$ cat config.mk
export PLATFORM = sky130hd
export DESIGN_NAME = acc_alu
export DESIGN_NICKNAME = d
export VERILOG_FILES = /design/src/rtl/acc_alu.sv
export SDC_FILE = /design/constraint.sdc
export NUM_CORES = 1
export LEC_CHECK = 0
export BUFFER_PORTS_ARGS = -buffer_cell sky130_fd_sc_hd__buf_4
export CORE_MARGIN = 5
export CORE_UTILIZATION = 35
export CTS_CLUSTER_SIZE = 20
export DETAILED_ROUTE_END_ITERATION = 8
export PLACE_DENSITY = 0.62
export SLEW_MARGIN = 25
export SYNTH_ARGS = -nofsm -noshare
export SYNTH_HDL_FRONTEND = slang
export SYNTH_SLANG_ARGS = --single-unit
$ cat constraint.sdc
create_clock -name clk -period 14.15 [get_ports clk]
set_input_delay 2.83 -clock clk [delete_from_list [all_inputs] [get_ports clk]]
set_output_delay 2.83 -clock clk [all_outputs]
set_load 0.005 [all_outputs]
$ cat src/rtl/acc_alu.sv
// Accumulator ALU: single-cycle arithmetic/logic ops on an internal accumulator,
// plus multi-cycle unsigned shift-add multiply and restoring divide.
module acc_alu #(
    parameter int WIDTH = 16,
    parameter int OPW   = 4
) (
    input  logic             clk,
    input  logic             rst,
    input  logic             op_valid,
    output logic             op_ready,
    input  logic [OPW-1:0]   opcode,
    input  logic [WIDTH-1:0] data_in,
    output logic [WIDTH-1:0] acc_out,
    output logic [WIDTH-1:0] rem_out,
    output logic             busy,
    output logic             done,
    output logic             carry,
    output logic             zero,
    output logic             ovf,
    output logic             err
);

    localparam int CW = $clog2(WIDTH);
    localparam logic [CW-1:0] LAST_STEP = CW'(WIDTH - 1);

    localparam logic [OPW-1:0] OP_NOOP  = 4'b0000;
    localparam logic [OPW-1:0] OP_RESET = 4'b0001;
    localparam logic [OPW-1:0] OP_ADD   = 4'b0010;
    localparam logic [OPW-1:0] OP_SUB   = 4'b0011;
    localparam logic [OPW-1:0] OP_MULT  = 4'b0100;
    localparam logic [OPW-1:0] OP_DIV   = 4'b0101;
    localparam logic [OPW-1:0] OP_AND   = 4'b0110;
    localparam logic [OPW-1:0] OP_OR    = 4'b0111;
    localparam logic [OPW-1:0] OP_NOT   = 4'b1000;
    localparam logic [OPW-1:0] OP_NOR   = 4'b1001;

    typedef enum logic [1:0] {S_IDLE, S_MUL, S_DIV} state_t;

    state_t state_q, state_d;
    logic [WIDTH-1:0] acc_q, acc_d, rem_q, rem_d;
    logic carry_q, carry_d, zero_q, zero_d, ovf_q, ovf_d, err_q, err_d, done_q, done_d;

    // a: multiplicand (shifted left) or divisor; b: multiplier (shifted right)
    // or dividend/quotient (shifted left); p: partial product or remainder.
    logic [2*WIDTH-1:0] a_q, a_d, p_q, p_d;
    logic [WIDTH-1:0]   b_q, b_d;
    logic [CW-1:0]      cnt_q, cnt_d;

    logic [WIDTH:0]     sum_w, r_sh, r_new;
    logic [2*WIDTH-1:0] p_step;
    logic [WIDTH-1:0]   res, q_new;
    logic               wr_acc, r_ge;

    always_comb begin
        state_d = state_q;
        acc_d   = acc_q;
        rem_d   = rem_q;
        carry_d = carry_q;
        zero_d  = zero_q;
        ovf_d   = ovf_q;
        err_d   = err_q;
        done_d  = 1'b0;
        a_d     = a_q;
        b_d     = b_q;
        p_d     = p_q;
        cnt_d   = cnt_q;
        res     = '0;
        wr_acc  = 1'b0;
        sum_w   = {1'b0, acc_q} + {1'b0, data_in};
        p_step  = p_q + (b_q[0] ? a_q : '0);
        r_sh    = {p_q[WIDTH-1:0], b_q[WIDTH-1]};
        r_ge    = (r_sh >= {1'b0, a_q[WIDTH-1:0]});
        r_new   = r_ge ? (r_sh - {1'b0, a_q[WIDTH-1:0]}) : r_sh;
        q_new   = {b_q[WIDTH-2:0], r_ge};

        case (state_q)
            S_IDLE: begin
                if (op_valid) begin
                    done_d = 1'b1;
                    err_d  = 1'b0;
                    case (opcode)
                        OP_NOOP: ;
                        OP_RESET: begin
                            acc_d   = '0;
                            rem_d   = '0;
                            carry_d = 1'b0;
                            zero_d  = 1'b0;
                            ovf_d   = 1'b0;
                        end
                        OP_ADD: begin
                            res     = sum_w[WIDTH-1:0];
                            carry_d = sum_w[WIDTH];
                            wr_acc  = 1'b1;
                        end
                        OP_SUB: begin
                            res     = acc_q - data_in;
                            carry_d = (data_in > acc_q);
                            wr_acc  = 1'b1;
                        end
                        OP_AND: begin res = acc_q & data_in;    carry_d = 1'b0; wr_acc = 1'b1; end
                        OP_OR:  begin res = acc_q | data_in;    carry_d = 1'b0; wr_acc = 1'b1; end
                        OP_NOT: begin res = ~acc_q;             carry_d = 1'b0; wr_acc = 1'b1; end
                        OP_NOR: begin res = ~(acc_q | data_in); carry_d = 1'b0; wr_acc = 1'b1; end
                        OP_MULT: begin
                            a_d     = {{WIDTH{1'b0}}, acc_q};
                            b_d     = data_in;
                            p_d     = '0;
                            cnt_d   = '0;
                            done_d  = 1'b0;
                            state_d = S_MUL;
                        end
                        OP_DIV: begin
                            if (data_in == '0) begin
                                err_d   = 1'b1;
                                carry_d = 1'b0;
                                ovf_d   = 1'b0;
                            end else begin
                                a_d     = {{WIDTH{1'b0}}, data_in};
                                b_d     = acc_q;
                                p_d     = '0;
                                cnt_d   = '0;
                                done_d  = 1'b0;
                                state_d = S_DIV;
                            end
                        end
                        default: err_d = 1'b1;
                    endcase
                    if (wr_acc) begin
                        acc_d  = res;
                        zero_d = (res == '0);
                        ovf_d  = 1'b0;
                    end
                end
            end
            S_MUL: begin
                p_d   = p_step;
                a_d   = {a_q[2*WIDTH-2:0], 1'b0};
                b_d   = {1'b0, b_q[WIDTH-1:1]};
                cnt_d = cnt_q + 1'b1;
                if (cnt_q == LAST_STEP) begin
                    acc_d   = p_step[WIDTH-1:0];
                    ovf_d   = |p_step[2*WIDTH-1:WIDTH];
                    zero_d  = (p_step[WIDTH-1:0] == '0);
                    carry_d = 1'b0;
                    done_d  = 1'b1;
                    state_d = S_IDLE;
                end
            end
            S_DIV: begin
                p_d          = '0;
                p_d[WIDTH:0] = r_new;
                b_d          = q_new;
                cnt_d        = cnt_q + 1'b1;
                if (cnt_q == LAST_STEP) begin
                    acc_d   = q_new;
                    rem_d   = r_new[WIDTH-1:0];
                    zero_d  = (q_new == '0);
                    carry_d = 1'b0;
                    ovf_d   = 1'b0;
                    done_d  = 1'b1;
                    state_d = S_IDLE;
                end
            end
            default: state_d = S_IDLE;
        endcase
    end

    always_ff @(posedge clk) begin
        if (rst) begin
            state_q <= S_IDLE;
            acc_q   <= '0;
            rem_q   <= '0;
            carry_q <= 1'b0;
            zero_q  <= 1'b0;
            ovf_q   <= 1'b0;
            err_q   <= 1'b0;
            done_q  <= 1'b0;
        end else begin
            state_q <= state_d;
            acc_q   <= acc_d;
            rem_q   <= rem_d;
            carry_q <= carry_d;
            zero_q  <= zero_d;
            ovf_q   <= ovf_d;
            err_q   <= err_d;
            done_q  <= done_d;
        end
    end

    // Iteration datapath needs no reset; it is always reloaded on accept.
    always_ff @(posedge clk) begin
        a_q   <= a_d;
        b_q   <= b_d;
        p_q   <= p_d;
        cnt_q <= cnt_d;
    end

    assign op_ready = (state_q == S_IDLE);
    assign busy     = (state_q != S_IDLE);
    assign acc_out  = acc_q;
    assign rem_out  = rem_q;
    assign carry    = carry_q;
    assign zero     = zero_q;
    assign ovf      = ovf_q;
    assign err      = err_q;
    assign done     = done_q;

endmodule

; ---- Word level (Yosys, flattened, before mapping)
; Cells that the tools add are included.
[word_totals]
register_bits = 123
inputBits = 23
out_inout_bits = 39
word_cells = 132
[op_classes]
add_sub_neg = 5
magnitude_cmp = 2
n_eq_ne = 24
muxes = 60
bitwise = 4
reduce_logical = 25
[op_table]
columns = op, count
row1 = $pmux 32 s2, 3
row2 = $mux 16, 11
row3 = $mux 32, 5
row4 = $pmux 16 s3, 2
row5 = $pmux 16 s6, 1
row6 = $pmux 32 s3, 1
row7 = $logic_not 16->1, 4
row8 = $pmux 16 s2, 2
row9 = $add 32x32->32, 1
row10 = $not 16->16, 2
row11 = $reduce_and 4->1, 5
row12 = $add 16x16->17, 1
row13 = $ge 17x16->1, 1
row14 = $mux 1, 17
row15 = $mux 17, 1
row16 = $sub 17x16->17, 1
row17 = $and 16x16->16, 1
row18 = $eq 4x3->1 const B, 4
row19 = $gt 16x16->1, 1
row20 = $or 16x16->16, 1
row21 = $pmux 4 s2, 2
row22 = $reduce_or 16->1, 1
row23 = $sub 16x16->16, 1
row24 = $eq 4x4->1 const B, 3
row25 = 29 further kinds, 48

; ---- Longest topological paths before layout
; Gate-level depths: netlist (run 1).
[logic_depth]
word_depth = 9
depth_mapped = 15

; ---- Least setup slack after synthesis (run 1)
; Ideal clock, no wire load.
[synth_path]
kind = input to register
startpoint = in opcode[3]
endpoint = reg b_q[0], enable pin
arrival_time_ps = 6234
path_slack_ps = 7448
cell_stages = 8
n_path_buf = 1
cell_sequence = buf_2 > nand2b_1 > nor2_1 > inv_1 > nor2_1 > or3_1 > o21ai_0 > nor2b_1
[synth_between]
elab_chain_cells = 3
elab_cells_between_ends = 5
[synth_rtl]
columns = element, line
row1 = start: declaration, 11  ; input logic [OPW-1:0] opcode,
row2 = $eq 4x3->1, 81  ; case (opcode)
row3 = $ne 3x1->1 (no line) / $ne 3x3->1 (equally long branches), --
row4 = $reduce_and 4->1 (no line) (*), --
row5 = end signal: assignment, 193  ; b_q <= b_d;
row6 = end: declaration, 46  ; logic [WIDTH-1:0] b_q, b_d;
; Every way passes the cells marked *; elsewhere a longest branch is shown, timed or not.
; A chain may end at the register's enable or synchronous reset.

; ---- Final worst setup path (run 1)
[layout_path]
startpoint = in data_in[0]
endpoint = reg zero_q, in the netlist zero
[layout_between]
elab_chain_cells = 9
elab_cells_between_ends = 12
[layout_rtl]
columns = element, line
row1 = start: declaration, 12  ; input logic [WIDTH-1:0] data_in,
row2 = "parallel branches: the longest is 2 deep, another holds $sub 16x16->16", --
row3 = $pmux 16 s6 (*), 81
row4 = $mux 16 (*), 78  ; if (op_valid) begin
row5 = $mux 16 (*), 76  ; case (state_q)
row6 = $logic_not 16->1 (*), 130  ; zero_d = (res == '0);
row7 = $mux 1 (*), 128  ; if (wr_acc) begin
row8 = $mux 1 (*), 78
row9 = $pmux 1 s3 (*), 76
row10 = end signal: assignment, 183  ; zero_q <= zero_d;
row11 = end: declaration, 41  ; logic carry_q, carry_d, zero_q, zero_d, ovf_q, ovf_d, err_q, err_d, done_q, done_d;
; Every way passes the cells marked *. The select of a mux whose other input is x is not followed.

==> out/metrics.yaml, run 1 <==
clock_network:
  cts_setup_buffers: 0
  cts_tree: "done"
  clk-insertion-delay-late_ps: 430
  clockBufferDepth: 2
  cts-root-buf: "clkbuf_16"
  cts_hold_buf: 0
  cts_resized: 0
  htreeDepth: 4
  numCtsBuffers: 17
  clkSlewWorstSetupHoldPaths_ps: 60
  clock-sinks: 123
placed_design:
  hpwl_mm: 24.5
  routabilityCongestion: 0.917
  placed_cell_area_um2: 11700
  io_buffers: 61
synthesis:
  synth_top_area_share_pct: 23.1
  yosys_warnings: 0
  synth_area_leaders: "edfxtp_1, ha_1, dfxtp_1"
  synth_top_area_cell: "edfxtp_1"
  yosys.cell_count.top_type: "nor2_1"
  synth_edf_count: 84
  synth_area_per_cell_um2: 8.48
  synth_cell_types: 84
  yosysSeqAreaShare_pct: 30.2
  ys_ff_latch: 123
  ys_top_cells_by_count: "nor2_1, ha_1, inv_1, a21oi_1, nand2_1"
  ys_async_sr_fraction_pct: 0
  synth_area_um2: 10900
  synth_nets: 1415
  ys.flop_type: "edfxtp_1"
  netlist_instances: 1288
layout:
  final_core_util_pct: 40.1
  stdcell_area_um2: 12300
  syn2layout_area_growth_pct: 12.5
  area.sequential_um2: 3300
  nNetsFinal: 1440
  multi_input_area_um2: 6980
  fill_cells: 3119
  antenna_cells: 0
  drive_gt1_share_pct: 9.80
die:
  initial_core_util_pct: 35.6
  dieWidth_um: 187
  coreArea_um2: 30700
  pin_count: 62
  placementRows: 64
  chipHeight_um: 187
  die_area_um2: 34800
global_routing:
  grt_pass1_wl_mm: 53.0
  grt_use_total_pct: 18.4
  grt_pass1_vias: 9596
  grt_overflow_total: 0
  antenna_found_initial: 0
  grt_start_max_net_pins: 64
worst_setup_path:
  worst-r2r-cell-count: 15
  r2r_slack_ps: 9900
  critPathSlowestCell: "or4_4"
  r2r_start: "b_q[0]$_DFFE_PP_"
  crit_type: "in2reg"
  cp-end-kind: "register"
  max_stage_delay_ps: 530
  startpoint_type: "primary input"
  crit_arrival_ps: 5920
  crit_required_ps: 14500
  critical_path.cell_chain: "buf_4 > ha_1 > inv_1 > fa_1 > nand2b_1 > a21oi_2 > o21ai_1 > nor3b_1 > o211a_1 > or3_1 > or4_4 > nor4_2 > nand4_1 > o31ai_2"
  worst_r2r_endpoint: "ovf$_SDFFE_PP0P_"
  crit_fanout: 6
sta:
  fmax_mhz: 179
  finalHoldViolations: 0
  setup_viol: 0
  tns_ps: 0
  tightest_slew_ps: 812
  fin_worst_skew_ps: 10.8
  layout_min_cycle_time_ps: 5570
  max_slew_margin_pct: 45.9
  finalMaxSlewViolations: 0
  finalCritPeriodShare_pct: 39.4
  grt_setup_unrepaired: "no"
drt:
  routed_wl_mm: 32.8
  wire_per_inst_um: 19.0
  drt-initial-drc-count: 843
  drc_errors: 0
  vias_per_cell: 5.75
  drtPass1Iterations: 5
  num_vias: 9904
  ant_nets: 0
power_and_ir_drop:
  switching_power_mw: 0.645
  vdd_ir_drop_max_v: 0.0000822
  leakagePower_nw: 4.91
  pwr-share-comb_pct: 43.0
  power_density_nw_per_um2: 132
  p_int_mw: 0.974
  clkPwrFrac_pct: 26.2
  netSwitchingFraction_pct: 39.8
  pwr-share-seq_pct: 30.8
  p_total_mw: 1.62
hold_path:
  holdPathStages: 2
  hold_end: "carry$_SDFFE_PP0P_"
  worst_hold_startpoint: "carry$_SDFFE_PP0P_"
  hold_path_class: "reg2reg"
status:
  status: "finished clean"
job:
  cap_violations: 0
==> worst max path at each step <==
stage	from	end	cells after the start
after detailed placement	data_in[0]	zero$_SDFFE_PP0P_	14
after global placement	opcode[0]	p_q[12]$_DFFE_PP_	9
after global routing	data_in[0]	acc_out[14]$_SDFFE_PP0P_	14
after CTS	data_in[0]	zero$_SDFFE_PP0P_	14
final	data_in[0]	zero$_SDFFE_PP0P_	14
after floorplan	opcode[3]	b_q[0]$_DFFE_PP_	8
==> metal layers <==
metal	share of wire [%]	wire, um	vias to the layer above	track usage [%]
met4	1.5	493	0	4.29
met2	46	15000	341	29.5
met5	0	0	-	0
li1	-	-	4786	-
met3	6.3	2060	30	2.47
met1	46	15200	4747	26.5
==> kinds of logic (layout without fill, tap and decap cells) <==
logic type                 count (synthesis)  count (layout)  synth area share (%)
AOI/OAI and AO/OA                        403             403                  24.9
xor gates and xnor gates                  55              55                  4.41
adders and majority gates                104             104                  12.2
buffers and inverters                    169             207                  6.13
DFF                                      123             123                  30.2
muxes                                     51              51                  4.68
and+or+nand+nor                          383             383                  17.5
==> power groups by stage <==
stage               sequential [mW]  combinational (mW)  clock, mW
finish                        0.498               0.697      0.424
global route                  0.505               0.772      0.444
CTS                           0.498               0.692      0.426
detailed placement            0.505               0.686          0
global placement              0.504               0.677          0
floorplan                     0.487               0.508          0
==> registers in the layout, indices dropped and copies added, names as in the netlist, 2 cells and up <==
register	flops
a_q	32
acc_out	16
rem_out	16
cnt_q	4
b_q	16
state_q	2
p_q	32
==> worst max-delay path, delay by kind of cell <==
family | cells | cell delay, ps
adders and majority gates | 2 | 650
buffers and inverters | 2 | 210
and+or+nand+nor | 6 | 1550
AOI/OAI and AO/OA | 4 | 670
==> through the flow <==
stage,worst slack [ps],cells,hold slack (ps)
after floorplan,7450,1288,463
after global placement,8180,1689,469
after detailed placement,8160,1690,478
after CTS,8580,1722,496
after global routing,8330,1722,515
final,8580,1722,486
==> placed cells by master (no fill, tap or decap), types with 50 or more instances in the layout <==
cell type | netlist | routed
a21oi_1 | 96 | 95
and2_1 | 52 | 52
buf_4 | 0 | 74
edfxtp_1 | 84 | 84
ha_1 | 100 | 100
inv_1 | 98 | 98
mux2i_1 | 50 | 50
nand2_1 | 87 | 87
nor2_1 | 107 | 106
o21ai_0 | 77 | 77
==> final cells by class <==
| class | count | area share, % |
|---|---|---|
| flip-flops and latches | 123 | 26.9 |
| well taps | 396 | 4.03 |
| multi-input cells | 996 | 56.7 |
| clock inverters | 9 | 0.458 |
| repair buffers | 75 | 4.68 |
| clock buffers | 23 | 4.15 |
| inverters | 100 | 3.05 |
(Power assumes the default switching activity.)
==> run 2: changes to the inputs <==
- clock period: 14.15 -> 5.72 ns (I/O delays scaled with it)
==> run 2 against run 1 <==
  * Non-clock buffer count is the same
  * Hold slack gained 2.8 ps
  * Register-to-register slack lost 8200 ps
  * Cell count is the same
  * Count of clock-buffer cells in the layout shrank 5
  * Clock skew grew 1.0 ps
  * Cell area grew 0.19%
==> out/metrics.yaml, run 2 (synthesis gave the netlist of run 1 again) <==
drt:
  vias_per_cell: 5.70
  wl_met1_mm: 15.3
  num_vias: 9824
  drtPass1Iterations: 6
  top_layer: "met4"
  met3_length_mm: 2.33
  routed_wl_mm: 32.9
  met2_length_mm: 14.8
  drt-initial-drc-count: 880
  wire_per_inst_um: 19.1
  drc_errors: 0
  ant_nets: 0
sta:
  timing.hold.ws_ps: 489
  max_slew_margin_pct: 31.8
  setup_viol: 0
  fin_worst_skew_ps: 11.8
  grt_setup_unrepaired: "no"
  finalCritPeriodShare_pct: 70.4
  finalHoldViolations: 0
  tns_ps: 0
  layout_min_cycle_time_ps: 4020
  tightest_slew_ps: 1020
  fmax_mhz: 248
  finalMaxSlewViolations: 0
global_routing:
  grt_use_total_pct: 18.3
  grt_pass1_vias: 9574
  grt_pass1_wl_mm: 52.9
  grt_start_max_net_pins: 64
  grt_overflow_total: 0
  antenna_found_initial: 0
die:
  initial_core_util_pct: 35.6
  coreArea_um2: 30700
  dieWidth_um: 187
  placementRows: 64
  pin_count: 62
  chipHeight_um: 187
  die_area_um2: 34800
worst_setup_path:
  cp-end-kind: "register"
  r2r_start: "b_q[0]$_DFFE_PP_"
  crit_type: "reg2reg"
  crit_fanout: 23
  crit_arrival_ps: 4320
  cp-startpoint: "b_q[0]$_DFFE_PP_"
  startpoint_type: "register"
  crit_required_ps: 6020
power_and_ir_drop:
  power_density_nw_per_um2: 330
  leakagePower_nw: 4.92
  vdd_ir_drop_max_v: 0.000181
clock_network:
  clockBufferDepth: 2
  clk-insertion-delay-late_ps: 430
  clock-sinks: 123
  cts-root-buf: "clkbuf_16"
  cts_tree: "done"
  cts_resized: 0
  cts_setup_buffers: 0
  htreeDepth: 4
  clkSlewWorstSetupHoldPaths_ps: 60
  cts_hold_buf: 0
  numCtsBuffers: 17
layout:
  nNetsFinal: 1440
  drive_gt1_share_pct: 9.88
  syn2layout_area_growth_pct: 12.7
  antenna_cells: 0
  fill_cells: 3096
  final_common_cell: "nor2_1"
  layout_common_cells: "nor2_1, ha_1, inv_1"
  reg_top3: "a_q x32, p_q x32"
hold_path:
  hold_path_class: "reg2reg"
  worst_hold_startpoint: "rem_out[11]$_SDFFE_PP0P_"
placed_design:
  hpwl_mm: 24.7
  routabilityCongestion: 0.912
  io_buffers: 61
status:
  status: "finished clean"
job:
  cap_violations: 0
[run 2: cell types whose count changed in the layout (fill, tap and decap cells not counted), moves of 2 or more]
cell       change
inv_6          +5
bufinv_16      +2
clkinv_4       +3
clkinv_2       -3
clkbuf_1       -2
clkbuf_16      -2
[run 2: area by class of cell]
cell class	count	area, um^2	share of cell area [%]
Clock buffer	18	439	3.57
Clock inverter	14	158	1.28
Inverter	100	375	3.05
Multi-Input combinational cell	996	6970	56.6
Sequential cell	123	3300	26.8
Tap cell	396	495	4.02
Timing Repair Buffer	75	571	4.63
[run 2: worst paths after layout]
path	end	slack [ps]	depth (start not counted)
hold / removal	rem_out[11]$_SDFFE_PP0P_	490	2
setup / recovery	ovf$_SDFFE_PP0P_	1700	15
setup reg to reg	ovf$_SDFFE_PP0P_	1700	15
hold reg to reg	rem_out[11]$_SDFFE_PP0P_	490	2
[run 2: critical path, cell delays in order (launching register included)]
cell	delay, ps
edfxtp_1	620
buf_8	240
and2_1	150
ha_1	180
inv_1	80
fa_1	400
nor2b_1	160
o2111ai_1	150
nor3b_1	190
o31a_1	350
a31o_1	260
o22ai_1	350
mux2i_1	280
o211ai_1	120
nor4_1	250
a31oi_1	130
[run 2: power breakdown]
part,switching [mW],internal [mW],total [mW]
clock,0.447,0.663,1.11
combinational,1.05,0.669,1.72
sequential,0.126,1.11,1.24
[run 2: layer usage]
layer / up-vias / track usage (%)
met3: 40 / 2.97
met5: - / 0
met2: 342 / 28.6
li1: 4780 / -
met4: 0 / 4.93
met1: 4662 / 26.4
[run 2: stage by stage]
step                      power [mW]  setup WS [ps]  cells  util, %  instance area [um^2]
after floorplan                 2.46            704   1288        -                 10900
after global placement          2.91           1480   1689     38.2                 11700
after detailed placement        2.93           1440   1689     38.2                 11700
after CTS                       4.06           1440   1721     40.1                 12300
after global routing            4.31           1370   1722     40.2                 12300
final                           4.06           1700   1722     40.2                 12300
